$ cat src/rtl/instr_fetch.sv
// Fetch stage: owns the PC and the IF/ID register, drives the code ROM address and
// handles stall, taken-branch flush and end-of-program detection.
module instr_fetch #(
  parameter logic [31:0] RESET_PC  = 32'h0000_0000,
  parameter int unsigned MEM_BYTES = 68,
  parameter logic [31:0] NOP_INST  = 32'hE1A0_0000
) (
  input  logic        clk,
  input  logic        reset,
  input  logic        stall_i,
  input  logic        branch_i,
  input  logic [31:0] branch_target_i,
  input  logic [31:0] inst_i,
  output logic [31:0] pc_o,
  output logic [31:0] inst_o,
  output logic [31:0] inst_pc_o,
  output logic [31:0] pc_plus8_o,
  output logic        valid_o,
  output logic        done_o
);

  typedef enum logic {StRun, StEnd} state_e;

  localparam logic [31:0] ResetPcAligned = {RESET_PC[31:2], 2'b00};
  localparam logic [32:0] MemLimit       = 33'(MEM_BYTES);

  state_e      state_q;
  logic [31:0] pc_q;
  logic [31:0] inst_q;
  logic [31:0] inst_pc_q;
  logic        valid_q;

  logic [31:0] target_aligned;
  logic [32:0] pc_last_byte;
  logic [32:0] target_last_byte;
  logic        pc_in_range;
  logic        target_in_range;
  logic        unused_target_bits;

  assign target_aligned   = {branch_target_i[31:2], 2'b00};
  assign unused_target_bits = ^branch_target_i[1:0];

  // 33-bit sums so an address near 2^32 never wraps back into range.
  assign pc_last_byte     = {1'b0, pc_q} + 33'd3;
  assign target_last_byte = {1'b0, target_aligned} + 33'd3;
  assign pc_in_range      = pc_last_byte < MemLimit;
  assign target_in_range  = target_last_byte < MemLimit;

  always_ff @(posedge clk) begin
    if (reset) begin
      state_q   <= StRun;
      pc_q      <= ResetPcAligned;
      inst_q    <= NOP_INST;
      inst_pc_q <= 32'h0;
      valid_q   <= 1'b0;
    end else if (branch_i) begin
      // Flush the wrong-path word; inst_pc keeps its last value.
      pc_q    <= target_aligned;
      inst_q  <= NOP_INST;
      valid_q <= 1'b0;
      state_q <= target_in_range ? StRun : StEnd;
    end else if (!stall_i) begin
      if (state_q == StRun && pc_in_range) begin
        inst_q    <= inst_i;
        inst_pc_q <= pc_q;
        valid_q   <= 1'b1;
        pc_q      <= pc_q + 32'd4;
      end else begin
        state_q <= StEnd;
        inst_q  <= NOP_INST;
        valid_q <= 1'b0;
      end
    end
  end

  assign pc_o       = pc_q;
  assign inst_o     = inst_q;
  assign inst_pc_o  = inst_pc_q;
  assign pc_plus8_o = inst_pc_q + 32'd8;
  assign valid_o    = valid_q;
  assign done_o     = (state_q == StEnd);

endmodule

$ cat config.mk
export PLATFORM = sky130hd
export DESIGN_NAME = instr_fetch
export DESIGN_NICKNAME = d
export VERILOG_FILES = /design/src/rtl/instr_fetch.sv
export SDC_FILE = /design/constraint.sdc
export NUM_CORES = 1
export LEC_CHECK = 0
export ABC_AREA = 0
export BUFFER_PORTS_ARGS = -buffer_cell sky130_fd_sc_hd__buf_2
export CAP_MARGIN = 0
export CORE_MARGIN = 2
export CORE_UTILIZATION = 51
export CTS_CLUSTER_DIAMETER = 30
export CTS_CLUSTER_SIZE = 14
export DETAILED_ROUTE_END_ITERATION = 12
export PLACE_DENSITY_LB_ADDON = 0.12
export SYNTH_ARGS = -nofsm -noshare
export SYNTH_HDL_FRONTEND = slang
export SYNTH_SLANG_ARGS = --single-unit
export TNS_END_PERCENT = 100
$ cat constraint.sdc
create_clock -name clk -period 3.1 [get_ports clk]
set_input_delay 0.31 -clock clk [delete_from_list [all_inputs] [get_ports clk]]
set_output_delay 0.31 -clock clk [all_outputs]
set_load 0.03 [all_outputs]
==> qor.yml, run 1 <==
status: "complete, no violations"
num_vias: 4093
crit_path_start_kind: "flip-flop"
skew_ns: 0.0120
worst_r2r_path_depth: 5
avgSynthCellArea_um2: 8.79
yosysSeqAreaShare_pct: 43.7
worstReg2RegStart: "pc_o[8]$_SDFFE_PP0P_"
ys_warn_count: 0
seqCellArea_um2: 1880
post_cts_resized: 0
critPathKind: "reg2out"
fin_setup_tns_ns: 0
start_util_pct: 52.4
drive_above_1_share_pct: 32.3
final_common_cell: "buf_2"
synth_edf_count: 0
grt_first_pass_wirelength_um: 17800
dr.pass1.iters: 4
syn_area_um2: 4310
finalNetCount: 733
ctsLongestPathBuffers: 2
die_w_um: 95.9
io_pins: 198
hold-worst-slack_ns: 0.213
die_h_um: 95.9
endpoint_kind: "output pin"
fmax_mhz: 379
crit_fanout: 9
antenna_cells: 0
final-instance-count-excl-fill: 773
insertion_delay_ns: 0.35
grt.overflow.total: 0
gp_congestion: 0.850
cp_data_required_time_ns: 2.79
maxSlewViolCount: 0
holdCritPathClass: "in2reg"
finalCritPeriodShare_pct: 85.1
clock-sinks: 94
tightest_slew_ns: 0.867
yosys_register_bits: 94
async_reset_ff_share_pct: 0
hpwl_um: 7840
cts_tree: "done"
maxCapViolations: 0
rsz0062_at_grt: "no"
arrival_ns: 2.33
routed_wl_um: 11100
slew_headroom_pct: 42.2
critPathLaunch: "inst_pc_o[4]$_SDFFE_PP0P_"
cts_setup_buffers: 0
core_um2: 8220
ir_worst_vdd_mv: 0.283
synth_cells: 490
final_cell_mix: "189 x buf_2, 94 x dfxtp_1, 49 x and2_1"
synth_cell_type_count: 37
p_leak_uw: 0.00277
viasPerCell: 5.29
synthToLayoutAreaGrowth_pct: 27.9
placed_cells: 757
grt_use_total_pct: 24.3
dominantRegCellSynth: "dfxtp_1"
cts_buffers: 9
cts.htree.levels: 3
io_buffers: 189
hold-path-cell-count: 3
num_rows: 33
clkTransAtPathRegs_ns: 0.10
final-setup-viol-count: 0
hold_violations: 0
finalCriticalPeriod_ns: 2.64
drtIter0Drc: 147
drc: 0
final_antenna_net_count: 0
grt_max_degree: 49
cts_hold_buffers: 0
multi_input_area_um2: 2130
r2r_slack_ns: 0.96
antenna_found_initial: 0
p_per_area_nw_per_um2: 457
wire_per_inst_um: 14.3
timing.rr.end: "pc_o[6]$_SDFFE_PP0P_"
dieArea_um2: 9200
crit_path_end: "pc_plus8_o[31]"
cts_root_buf: "clkbuf_8"
grt_pass1_vias: 3756
nFillCells: 775
-- critical path: stages, from the launching register on --
cell     delay [ns]
dfxtp_1        0.45
ha_1           0.28
and2_1         0.18
nand4_2        0.26
nor4_1         0.43
xor2_1         0.17
buf_2          0.21
-- area by class of cell --
| cell class | count | area share (%) |
|---|---|---|
| clock inverter | 6 | 2.00 |
| multi-input combinational | 327 | 38.7 |
| sequential | 94 | 34.2 |
| timing repair buffer | 195 | 18.0 |
| tap | 105 | 2.39 |
| inverter | 36 | 2.45 |
| clock buffer | 10 | 2.32 |
-- power breakdown --
group	internal (uW)	switching [uW]	total [uW]
clock	535	422	957
combinational	96.8	203	300
sequential	1230	26.9	1260
-- synthesized netlist by cell type (7+ instances only) --
cell type	count	area (um^2)
nand3_1	12	60.1
clkbuf_1	21	78.8
inv_1	36	135
and2_1	49	307
nand2_1	37	139
nor2_1	46	173
buf_2	7	35.0
mux2i_1	29	290
o41ai_1	27	236
nand2b_1	9	56.3
nor3_1	10	50.1
xor2_1	14	123
nand4_1	9	56.3
buf_4	7	52.6
nor4_1	23	144
xnor2_1	13	114
dfxtp_1	94	1880
-- registers in the layout, indices dropped and copies added, names as in the netlist --
signal / flops
inst_o: 32
inst_pc_o: 30
pc_o: 30
done_o: 1
valid_o: 1
-- worst min path at each step --
stage	start	to	slack, ns
after global routing	branch_target_i[10]	pc_o[10]$_SDFFE_PP0P_	0.20
final	branch_target_i[21]	pc_o[21]$_SDFFE_PP0P_	0.21
after CTS	branch_target_i[23]	pc_o[23]$_SDFFE_PP0P_	0.20
after detailed placement	inst_o[30]$_SDFFE_PP1N_	inst_o[30]$_SDFFE_PP1N_	0.49
after global placement	inst_o[23]$_SDFFE_PP1N_	inst_o[23]$_SDFFE_PP1N_	0.47
after floorplan	branch_target_i[24]	pc_o[24]$_SDFFE_PP0P_	0.46
-- cell families (layout without fill, tap and decap cells) --
kind of cell               after synthesis  after routing  synth area share (%)
xor gates and xnor gates                27             27                  5.49
muxes                                   29             29                  6.74
and+or+nand+nor                        214            214                  26.2
AOI/OAI and AO/OA                       49             49                  9.94
adders and majority gates                2              2                 0.581
DFF                                     94             94                  43.7
buffers and inverters                   74            247                  7.26
other                                    1              6                0.0871
-- metal layers --
layer | vias up | track usage (%) | routed length (um)
met5 | - | 0 | 0
met4 | 0 | 7.86 | 119
met3 | 9 | 5.40 | 810
met2 | 152 | 39.4 | 5180
met1 | 1899 | 32.3 | 4970
li1 | 2033 | - | -
-- metrics by stage --
stage | utilization [%] | worst slack, ns | total power [uW] | area (um^2)
after floorplan | - | 0.724 | 1480 | 4330
after global placement | 64.1 | 0.919 | 1580 | 5270
after detailed placement | 64.1 | 0.851 | 1580 | 5270
after CTS | 67.0 | 0.467 | 2530 | 5510
after global routing | 67.0 | 0.294 | 2620 | 5510
final | 67.0 | 0.462 | 2520 | 5510
Note: power is estimated with default switching activity, not from simulation.
==> inputs of run 2 (changes only) <==
- CELL_PAD_IN_SITES_DETAIL_PLACEMENT: unset -> 1
- CELL_PAD_IN_SITES_GLOBAL_PLACEMENT: unset -> 1
- CORE_UTILIZATION: 51 -> 36
==> qor.yml, run 2 (synthesis gave the netlist of run 1 again) <==
status: "complete, no violations"
final-setup-viol-count: 0
drive_above_1_share_pct: 32.0
cts_root_buf: "clkbuf_16"
num_rows: 39
crit_chain: "and4_1 -> nand4_1 -> nor4_1 -> xor2_1 -> buf_2"
dieArea_um2: 12900
endpoint_kind: "output pin"
cts_hold_buffers: 0
placed_area_um2: 5330
slew_headroom_pct: 61.0
cts.htree.levels: 3
crit_path_start_kind: "flip-flop"
hold-path-cell-count: 3
slowest_delay_ns: 0.45
dr.pass1.iters: 4
antenna_cells: 0
arrival_ns: 2.31
final_antenna_net_count: 0
post_cts_resized: 0
final_cell_mix: "189 x buf_2, 94 x dfxtp_1, 49 x and2_1"
routed_wl_um: 12900
viasPerCell: 5.14
fmax_mhz: 382
drtIter0Drc: 217
io_pins: 198
num_vias: 4159
tightest_slew_ns: 0.585
rsz0062_at_grt: "no"
cp_num_cells: 5
fin_setup_tns_ns: 0
p_leak_uw: 0.00278
final_common_cell: "buf_2"
die_h_um: 113
grt_use_total_pct: 19.6
grt.overflow.total: 0
insertion_delay_ns: 0.34
maxSlewViolCount: 0
io_buffers: 189
p_per_area_nw_per_um2: 454
crit_fanout: 8
hold-worst-slack_ns: 0.230
cts_tree: "done"
core_um2: 11600
finalNetCount: 734
ir_worst_vdd_mv: 0.245
hold_violations: 0
skew_ns: 0.00493
largest_reg_flops: 32
ctsLongestPathBuffers: 2
finalCritPeriodShare_pct: 84.4
maxCapViolations: 0
grt_pass1_vias: 4070
critPathKind: "reg2out"
crit_family: "simple AND/OR/NAND/NOR gates"
cts_buffers: 9
die_w_um: 113
clock-sinks: 94
grt_max_degree: 40
wire_per_inst_um: 15.9
cp_data_required_time_ns: 2.79
gp_congestion: 0.791
path_buf_inv: 1
cts_setup_buffers: 0
slowest_stage: "dfxtp_1"
worst_r2r_path_depth: 5
hpwl_um: 9420
finalCriticalPeriod_ns: 2.62
clkTransAtPathRegs_ns: 0.06
holdCritPathClass: "in2reg"
grt_first_pass_wirelength_um: 20500
synthToLayoutAreaGrowth_pct: 29.3
design_area_um2: 5570
drc: 0
antenna_found_initial: 0
r2r_slack_ns: 0.84
start_util_pct: 37.2
==> run 2: cell type report <==
| type | instances | area, um^2 |
|---|---|---|
| fillers | 1415 | 5990 |
| repair buffers | 196 | 998 |
| multi-input cells | 327 | 2130 |
| clock buffers | 11 | 233 |
| well taps | 143 | 179 |
| inverters | 36 | 135 |
| clock inverters | 2 | 12.5 |
| flip-flops and latches | 94 | 1880 |
==> run 2: worst register-to-register path: stages (launching register included) <==
cell,delay (ns)
dfxtp_1,0.32
nor4_1,0.47
nand4_1,0.24
buf_4,0.33
or4_1,0.55
a311oi_1,0.26
==> run 2: worst paths after layout <==
kind | end | from
max | pc_plus8_o[26] | inst_pc_o[5]$_SDFFE_PP0P_
min | pc_o[19]$_SDFFE_PP0P_ | branch_target_i[19]
max reg2reg | pc_o[5]$_SDFFE_PP0P_ | pc_o[31]$_SDFFE_PP0P_
min reg2reg | inst_o[30]$_SDFFE_PP1N_ | inst_o[30]$_SDFFE_PP1N_
==> run 2: through the flow <==
stage | setup slack, ns | std cells | utilization (%) | total power (uW)
finish | 0.482 | 809 | 48.2 | 2530
global route | 0.230 | 809 | 48.2 | 2640
CTS | 0.442 | 809 | 48.2 | 2560
detailed placement | 0.829 | 796 | 46.0 | 1600
global placement | 0.875 | 796 | 46.0 | 1580
floorplan | 0.724 | 495 | - | 1480
==> run 2: per-layer routing <==
| layer | track usage, % | wire, um | part of all wire [%] | up-vias |
|---|---|---|---|---|
| li1 | - | - | - | 2033 |
| met1 | 24.9 | 5790 | 45 | 1982 |
| met2 | 32.2 | 6120 | 48 | 130 |
| met3 | 4.68 | 753 | 5.9 | 14 |
| met4 | 7.80 | 187 | 1.5 | 0 |
| met5 | 0 | 0 | 0 | - |
==> run 2: report_power, final <==
group / leakage [uW] / switching [uW] / internal [uW]
clock: 0.000117 / 433 / 529
combinational: 0.00190 / 209 / 97.5
sequential: 0.000764 / 26.8 / 1230
==> inputs of run 3 (changes only) <==
- CORE_UTILIZATION: 36 -> 33
- clock period: 3.1 -> 2.7 ns (I/O delays scaled with it)
==> qor.yml, run 3 (synthesis gave the netlist of run 1 again) <==
nFillCells: 1584
critPathKind: "reg2out"
start_util_pct: 34.0
fmax_mhz: 403
fin_setup_tns_ns: 0
final_cell_mix: "189 x buf_2, 94 x dfxtp_1, 49 x and2_1"
hpwl_um: 9620
grt_max_degree: 38
die_h_um: 118
grt_use_total_pct: 18.7
slowest_delay_ns: 0.43
slew_headroom_pct: 65.7
final_common_cell: "buf_2"
clock-sinks: 94
grt_pass1_vias: 4136
finalCriticalPeriod_ns: 2.48
drtIter0Drc: 126
crit_family: "simple AND/OR/NAND/NOR gates"
num_rows: 41
final_antenna_net_count: 0
io_pins: 198
finalCritPeriodShare_pct: 92.0
core_um2: 12700
synthToLayoutAreaGrowth_pct: 32.6
final-instance-count-excl-fill: 843
final-setup-viol-count: 0
cts.htree.levels: 3
grt_first_pass_wirelength_um: 21200
hold_violations: 0
wire_per_inst_um: 15.5
cts_hold_buffers: 0
crit_fanout: 11
ctsLongestPathBuffers: 2
placed_area_um2: 5380
dieArea_um2: 14000
largest_reg_flops: 32
crit_path_start_kind: "flip-flop"
cts_buffers: 9
slowest_stage: "dfxtp_1"
antenna_found_initial: 0
drive_above_1_share_pct: 33.1
arrival_ns: 2.21
holdCritPathClass: "in2reg"
drc: 0
clkTransAtPathRegs_ns: 0.06
ir_worst_vdd_mv: 0.238
gp_congestion: 0.750
placed_cells: 827
grt.overflow.total: 0
die_w_um: 118
design_area_um2: 5710
p_leak_uw: 0.00283
p_per_area_nw_per_um2: 540
endpoint_kind: "output pin"
num_vias: 4103
final_core_util_pct: 45.1
maxSlewViolCount: 0
multi_input_area_um2: 2160
antenna_cells: 0
finalNetCount: 737
cts_tree: "done"
skew_ns: 0.0107
rsz0062_at_grt: "no"
path_buf_inv: 1
cts_root_buf: "clkbuf_16"
cp_data_required_time_ns: 2.43
viasPerCell: 4.87
io_buffers: 189
insertion_delay_ns: 0.34
tightest_slew_ns: 0.515
status: "complete, no violations"
dr.pass1.iters: 4
maxCapViolations: 0
routed_wl_um: 13100
seqCellArea_um2: 1880
p_total_uw: 3080
crit_chain: "and4_1 -> nand3_1 -> nor4_1 -> xor2_1 -> buf_2"
-- run 3: changes by cell type in the layout (fill, tap and decap cells not counted), moves of 2 or more --
| cell | change |
|---|---|
| buf_4 | +3 |
| nor4_2 | +3 |
| nor4_1 | -3 |
| clkbuf_8 | +2 |
-- run 3: area by class of cell --
cell class,count,share of cell area (%)
clock inverter,3,0.767
tap,172,3.77
multi-input combinational,327,37.8
sequential,94,32.9
timing repair buffer,199,17.9
inverter,36,2.37
clock buffer,12,4.49
-- run 3: path summary, 6_finish.rpt --
check	startpoint	to	slack, ns	depth (start not counted)
setup / recovery	inst_pc_o[16]$_SDFFE_PP0P_	pc_plus8_o[28]	0.22	5
hold / removal	branch_target_i[14]	pc_o[14]$_SDFFE_PP0P_	0.18	3
setup reg to reg	pc_o[31]$_SDFFE_PP0P_	pc_o[4]$_SDFFE_PP0P_	0.55	5
hold reg to reg	inst_o[31]$_SDFFE_PP1N_	inst_o[31]$_SDFFE_PP1N_	0.49	2
-- run 3: layer usage --
layer,GRT usage [%],vias up,share of wire [%]
li1,-,2041,-
met1,22.7,1916,44
met2,31.6,134,47
met3,5.31,12,7.1
met4,6.10,0,1.5
met5,0,-,0
-- run 3: metrics by stage --
stage / setup slack (ns) / hold slack [ns]
5_1_grt: 0.00485 / 0.192
4_1_cts: 0.0277 / 0.173
6_report: 0.217 / 0.183
2_1_floorplan: 0.364 / 0.418
3_3_place_gp: 0.531 / 0.475
3_5_place_dp: 0.409 / 0.487
-- run 3: where the power goes --
group	leakage, uW	internal (uW)	switching [uW]
Sequential	0.000764	1420	30.7
Clock	0.000149	764	522
Combinational	0.00192	114	239
Total	0.00283	2290	792
-- run 3: worst min-delay path, delay by kind of cell --
| family | cells | cell delay [ns] |
|---|---|---|
| and+or+nand+nor | 1 | 0.07 |
| buffers and inverters | 1 | 0.09 |
| muxes | 1 | 0.06 |
-- run 3: repair_timing --
action	4_1_cts	5_1_grt
resized for setup	0	4
buffers inserted	0	1
setup endpoints to repair	0	7
